**src/rtl/mod_updown_counter.sv**
```systemverilog
// Parametrised up/down counter with prescaler, wrap/saturate limit handling,
// a registered terminal-count pulse and a registered step pulse.
module mod_updown_counter #(
    parameter int WIDTH    = 4,
    parameter int MAX_VAL  = 2**WIDTH - 1,
    parameter int PRESCALE = 1
) (
    input  logic             clk,
    input  logic             rst_n,
    input  logic             enable,
    input  logic             load,
    input  logic             up_down,
    input  logic             mode,
    input  logic [WIDTH-1:0] d_in,
    output logic [WIDTH-1:0] count,
    output logic             tc,
    output logic             tick,
    output logic             at_max,
    output logic             at_min
);

    localparam int               PS_W    = (PRESCALE > 1) ? $clog2(PRESCALE) : 1;
    localparam logic [WIDTH-1:0] MAX_C   = WIDTH'(MAX_VAL);
    localparam logic [PS_W-1:0]  PS_LAST = PS_W'(PRESCALE - 1);

    if (MAX_VAL < 1 || MAX_VAL > (2**WIDTH) - 1) begin : g_bad_max
        $error("mod_updown_counter: MAX_VAL must lie in 1 .. 2**WIDTH-1");
    end
    if (PRESCALE < 1) begin : g_bad_prescale
        $error("mod_updown_counter: PRESCALE must be >= 1");
    end

    logic [WIDTH-1:0] count_p0;
    logic [PS_W-1:0]  ps_p0;
    logic             tc_p0;
    logic             tick_p0;
    logic             step;
    logic             limit_hit;

    function automatic logic [WIDTH-1:0] clamp_load(input logic [WIDTH-1:0] v);
        return (v > MAX_C) ? MAX_C : v;
    endfunction

    // At the limit a step either wraps to the opposite end or holds (saturate).
    function automatic logic [WIDTH-1:0] step_count(input logic [WIDTH-1:0] c,
                                                    input logic up,
                                                    input logic sat);
        if (up) begin
            if (c == MAX_C) return sat ? c : '0;
            return c + WIDTH'(1);
        end
        if (c == '0) return sat ? c : MAX_C;
        return c - WIDTH'(1);
    endfunction

    always_comb begin
        step      = enable && !load && (ps_p0 == PS_LAST);
        limit_hit = up_down ? (count_p0 == MAX_C) : (count_p0 == '0);
    end

    // Stage p0: count, prescaler and pulse registers
    always_ff @(posedge clk) begin
        if (!rst_n) begin
            count_p0 <= '0;
            ps_p0    <= '0;
            tc_p0    <= 1'b0;
            tick_p0  <= 1'b0;
        end else if (load) begin
            count_p0 <= clamp_load(d_in);
            ps_p0    <= '0;
            tc_p0    <= 1'b0;
            tick_p0  <= 1'b0;
        end else begin
            tick_p0 <= step;
            tc_p0   <= step && limit_hit;
            if (enable) begin
                ps_p0 <= (ps_p0 == PS_LAST) ? '0 : ps_p0 + PS_W'(1);
            end
            if (step) begin
                count_p0 <= step_count(count_p0, up_down, mode);
            end
        end
    end

    assign count  = count_p0;
    assign tc     = tc_p0;
    assign tick   = tick_p0;
    assign at_max = (count_p0 == MAX_C);
    assign at_min = (count_p0 == '0);

endmodule

```
**config.mk**
```make
export PLATFORM = sky130hd
export DESIGN_NAME = mod_updown_counter
export DESIGN_NICKNAME = d
export VERILOG_FILES = /design/src/rtl/mod_updown_counter.sv
export SDC_FILE = /design/constraint.sdc
export NUM_CORES = 1
export LEC_CHECK = 0
export BUFFER_PORTS_ARGS = -buffer_cell sky130_fd_sc_hd__buf_2
export CAP_MARGIN = 20
export CORE_UTILIZATION = 30
export CTS_BUF_LIST = sky130_fd_sc_hd__clkbuf_4 sky130_fd_sc_hd__clkbuf_8
export DETAILED_ROUTE_END_ITERATION = 6
export GPL_ROUTABILITY_DRIVEN = 0
export GPL_TIMING_DRIVEN = 0
export SYNTH_ARGS = -nofsm -noshare
export SYNTH_HDL_FRONTEND = slang
export SYNTH_SLANG_ARGS = --single-unit
```
**constraint.sdc**
```tcl
create_clock -name clk -period 1.7 [get_ports clk]
set_input_delay 0.34 -clock clk [delete_from_list [all_inputs] [get_ports clk]]
set_output_delay 0.34 -clock clk [all_outputs]
set_load 0.05 [all_outputs]
```
# Word-level counts from Yosys, hierarchy flattened
# Index checks and enable logic that the tools add are counted.
dict set report classes {
  n_eq_ne 2
  reduce_logical 8
  bitwise_logic 2
  n_addsub 3
  mux 27
  order_cmp 1
}
# op count
set ops {}
lappend ops {{$mux 4} 11}
lappend ops {{$mux 1} 16}
lappend ops {{$ne 5x5->1 const B} 1}
lappend ops {{$add 4x1->4 const B} 1}
lappend ops {{$eq 4x4->1 const B} 1}
lappend ops {{$gt 4x4->1 const B} 1}
lappend ops {{$logic_not 4->1} 1}
lappend ops {{$sub 4x1->4 const B} 1}
lappend ops {{$logic_and 1x1->1} 3}
lappend ops {{$not 1->1} 2}
lappend ops {{$reduce_and 2->1} 1}
lappend ops {{$reduce_bool 2->1} 1}
lappend ops {{$reduce_or 2->1} 1}
lappend ops {{$add 1x1->1 const B} 1}
lappend ops {{$logic_not 1->1} 1}
dict set report word_totals {
  elab_cells 47
  output_inout_bits 8
  register_bits 7
  inputBits 10
}

# Logic depth before layout (Yosys ltp)
dict set report logic_depth {
  ltp_word 14
  ltp_mapped 6
  mapped_depth_nobuf 6
}

# Worst setup path after synthesis
# OpenSTA, ideal clock, no wires.
dict set report synth_path {
  path_type {flip-flop to flip-flop}
  start {register count_p0[0] (netlist: count[0])}
  end {register count_p0[1] (netlist: count[1])}
  path_stages_with_launch 6
  setup_time_ps 118
  slack_ps -170
  t_required_ps 1582
  arrival_time_ps 1752
  period_less_slack_ps 1870
  n_path_buf 0
  cell_sequence {dfxtp_1 -> ha_1 -> and4_4 -> o211ai_2 -> and2_4 -> o2111a_1}
}
dict set report synth_between {
  elab_chain_cells 13
  word_cells_on_any_way 23
  classes_between {add/sub (2); eq/ne (2); mux (17); reduce/logical (2)}
}
# element line_no
set synth_lines {}
lappend synth_lines {{start, declared} 33} ;# logic [WIDTH-1:0] count_p0;
lappend synth_lines {{start signal, assigned} 69} ;# count_p0 <= clamp_load(d_in);
lappend synth_lines {{start signal, assigned} 80} ;# count_p0 <= step_count(count_p0, up_down, mode);
lappend synth_lines {{$eq 4x4->1} 49} ;# if (c == MAX_C) return sat ? c : '0;
lappend synth_lines {{$mux 1} 49}
lappend synth_lines {{$mux 1} 48} ;# if (up) begin
lappend synth_lines {{$mux 1} 79} ;# if (step) begin
lappend synth_lines {{$mux 1} 68} ;# end else if (load) begin
lappend synth_lines {{$mux 1} 63} ;# if (!rst_n) begin
lappend synth_lines {{$mux 4} 50} ;# return c + WIDTH'(1);
lappend synth_lines {{$mux 4} 48}
lappend synth_lines {{$mux 4} 52} ;# if (c == '0) return sat ? c : MAX_C;
lappend synth_lines {{$mux 4} 53} ;# return c - WIDTH'(1);
lappend synth_lines {{$mux 4} 52}
lappend synth_lines {{$mux 4} 79}
lappend synth_lines {{$mux 4} 68}
# Several ways; a longest one is shown, not always the timed one. The select of a mux whose other input is x is not followed.
# A chain may end at the register's enable or synchronous reset.

# Worst setup path after layout
dict set report layout_path {
  start {register count_p0[1] (netlist: count[1])}
  end {output port at_max}
}
dict set report layout_between {
  elab_chain_cells 1
}
# element line_no
set layout_lines {}
lappend layout_lines {{$eq 4x4->1} 88} ;# assign at_max = (count_p0 == MAX_C);
lappend layout_lines {{end, declared} 18} ;# output logic at_max,
# No other way between the ends.

==> key figures <==
Run status
  – Status: complete, no violations

STA
  – Hold WS: 0.3747 ns
  – Hold Fails Final Rpt: 0
  – Measured slew at the worst slew-check pin: 0.2764 ns
  – Sum of negative setup slack: 0 ns
  – Post-route setup slack: 0.07072 ns
  – Final clock skew: 0.004468 ns
  – Pins Over Slew Limit: 0
  – Final setup fails: 0
  – Fin crit period: 1.629 ns
  – Fmax: 0.6138 GHz
  – Final Cycle Share: 0.9584
  – RSZ-0062 raised after global routing: no
  – Slew HR: 0.8128

Drt
  – Via count: 479
  – DR pass1 iterations: 4
  – Drt total wl: 1.038 mm
  – ANT nets after route: 0
  – Ratio of routed vias to standard cells: 5.570
  – Drt wl/cell: 12.07 um
  – First DRT Iteration DRCs: 12
  – DR DRC count: 0

Critical path
  – Crit path required time: 1.36 ns
  – Critical Path Fanout Max: 8
  – Worst Reg-to-Reg Cells: 6
  – Worst setup path category: flop to output pin
  – Crit path arrival time: 1.29 ns
  – CP Capture Type: output pin
  – CP startpoint kind: flop

Place
  – Detailed Place HPWL: 800 um
  – Area after DPL: 575.6 um^2
  – Post-place setup slack: 0.1187 ns
  – Placed Cells: 83
  – Port bufs: 16

Synth
  – Commonest cells in the netlist: dfxtp_1 (6), inv_1 (5), a21oi_1 (3)
  – Async set-reset flop share out of synthesis: 0
  – Largest cells by area after synthesis: dfxtp_1 (25%), ha_1 (5.3%), nor4b_4 (5.0%), inv_1 (4.0%), o311ai_1 (3.7%)
  – Synthesized Nets: 64
  – Seq cells post-synth: 6
  – Synth unique cells: 34
  – Ys flop type: dfxtp_1
  – Mean Syn Cell Area: 9.119 um^2
  – Synth Instances: 52
  – Yosys top cell by area: dfxtp_1
  – Post-synth EDFFs: 0
  – Mapped cell area: 474.2 um^2
  – Yosys synthesis warning count: 0
  – Top-count cell post-synth: dfxtp_1
  – Synth top area share: 0.2533
  – Seq/Total Area, Yosys: 0.2533

CTS
  – Clock buffer count from CTS: 3
  – Sink Count: 6
  – Hold_buf cts: 0
  – Worst skew pair latency: 0.24 ns
  – # Post-CTS Setup Buffers: 0
  – Root Driver: clkbuf_4
  – Clock transition at path regs: 0.04 ns
  – H-tree Lvls: 1
  – CTS tree: yes
  – Clk buf depth: 2

Pwr
  – Leak: 0.2803 nW
  – Maximum vdd ir drop: 0.3618 mV
  – Combinational power share: 0.381
  – Clock power frac: 0.271
  – Cell area power density: 808.4 nW/um^2
  – Sw Share: 0.3801
  – Sequential power share: 0.348
  – Internal Pwr Total: 0.3047 mW
  – Overall Power: 0.4916 mW
  – Sw power: 0.1869 mW

Global routing
  – First-pass GRT wire length: 1.669 mm
  – Largest net degree at the start of global routing: 11
  – Vias in the first global route: 399
  – Initial antenna violation count: 0
  – GR Util All Layers: 0.1210
  – Grt total ovfl: 0

Layout
  – Area Overhead vs Synth: 28.23%
  – NumNets Final: 85
  – Layout cells sized above 1: 0.4648
  – Final Core Density: 0.4398
  – Reg area: 125.1 um^2
  – Fillcell total: 140
  – Diode count: 0
  – Multi-input combinational cell area: 317.8 um^2
  – Final std cells w/o fill: 86
  – Design area: 608.1 um^2

Die
  – I/O Pins: 18
  – Die width: 41.76 um
  – Placement row count: 13
  – Die area: 1743 um^2
  – Initial Utilization: 0.3430
  – Core box area: 1383 um^2
  – Vert. Die Dim: 41.76 um

Min path
  – Hold Path Depth: 2
  – Hold WC Path Type: primary input to flop

Job
  – MaxCap Viol Count: 0
## worst max-delay path, cell delays in order, from the launching register on
cell     delay, ns
dfxtp_2       0.40
ha_1          0.26
and3_2        0.20
buf_4         0.19
## path summary, 6_finish.rpt
path	end	slack, ns	start
max	at_max	0.07	count[1]
min	count[1]	0.37	rst_n
max reg2reg	count[1]	0.13	count[0]
min reg2reg	count[0]	0.61	count[0]
## cell families after synthesis
| logic type | count (synthesis) | synth area share |
|---|---|---|
| AOI/OAI and AO/OA | 18 | 0.3060 |
| and+or+nand+nor | 16 | 0.2665 |
| muxes | 1 | 0.02111 |
| xor gates and xnor gates | 1 | 0.01847 |
| buffers and inverters | 8 | 0.08178 |
| adders and majority gates | 2 | 0.05276 |
| DFF | 6 | 0.2533 |
## sequential cells by signal (all words and copies together) (netlist names)
signal / cells
tick: 1
count: 4
tc: 1
## what timing repair did
item	in CTS	in global routing
resized for setup	2	2
hold endpoints to repair	0	0
pin swaps	0	0
setup endpoints to repair	2	1
## layout by cell type, fill, tap and decap left out, types with 2 or more instances in the layout
| cell | Yosys | final |
|---|---|---|
| buf_2 | 1 | 15 |
| inv_1 | 5 | 5 |
| clkbuf_4 | 0 | 4 |
| dfxtp_1 | 6 | 4 |
| a21oi_1 | 3 | 3 |
| and3_1 | 2 | 2 |
| nand4_1 | 2 | 2 |
| nand2b_1 | 2 | 2 |
| nor3b_1 | 2 | 2 |
| a211oi_1 | 2 | 2 |
| o311ai_1 | 2 | 2 |
## power by group through the flow
stage	clock network [mW]	registers, mW	logic, mW
final	0.133	0.171	0.187
after global routing	0.146	0.173	0.200
after CTS	0.136	0.171	0.184
after detailed placement	0	0.174	0.183
after global placement	0	0.174	0.184
after floorplan	0	0.208	0.105
## layout make-up
cell class,count,share of cell area
Sequential cell,6,0.2058
Tap cell,15,0.03086
Buffer,2,0.02675
Timing Repair Buffer,16,0.1399
Multi-Input combinational cell,38,0.5226
Inverter,6,0.03704
Clock buffer,3,0.03704
## per-layer routing
layer,global-route usage,routed length (um),vias to the layer above
met2,0.1875,493,13
met1,0.1575,498,222
met3,0.02609,34,3
met4,0.05806,11,0
met5,0,0,-
li1,-,-,241
(Power assumes the default switching activity.)
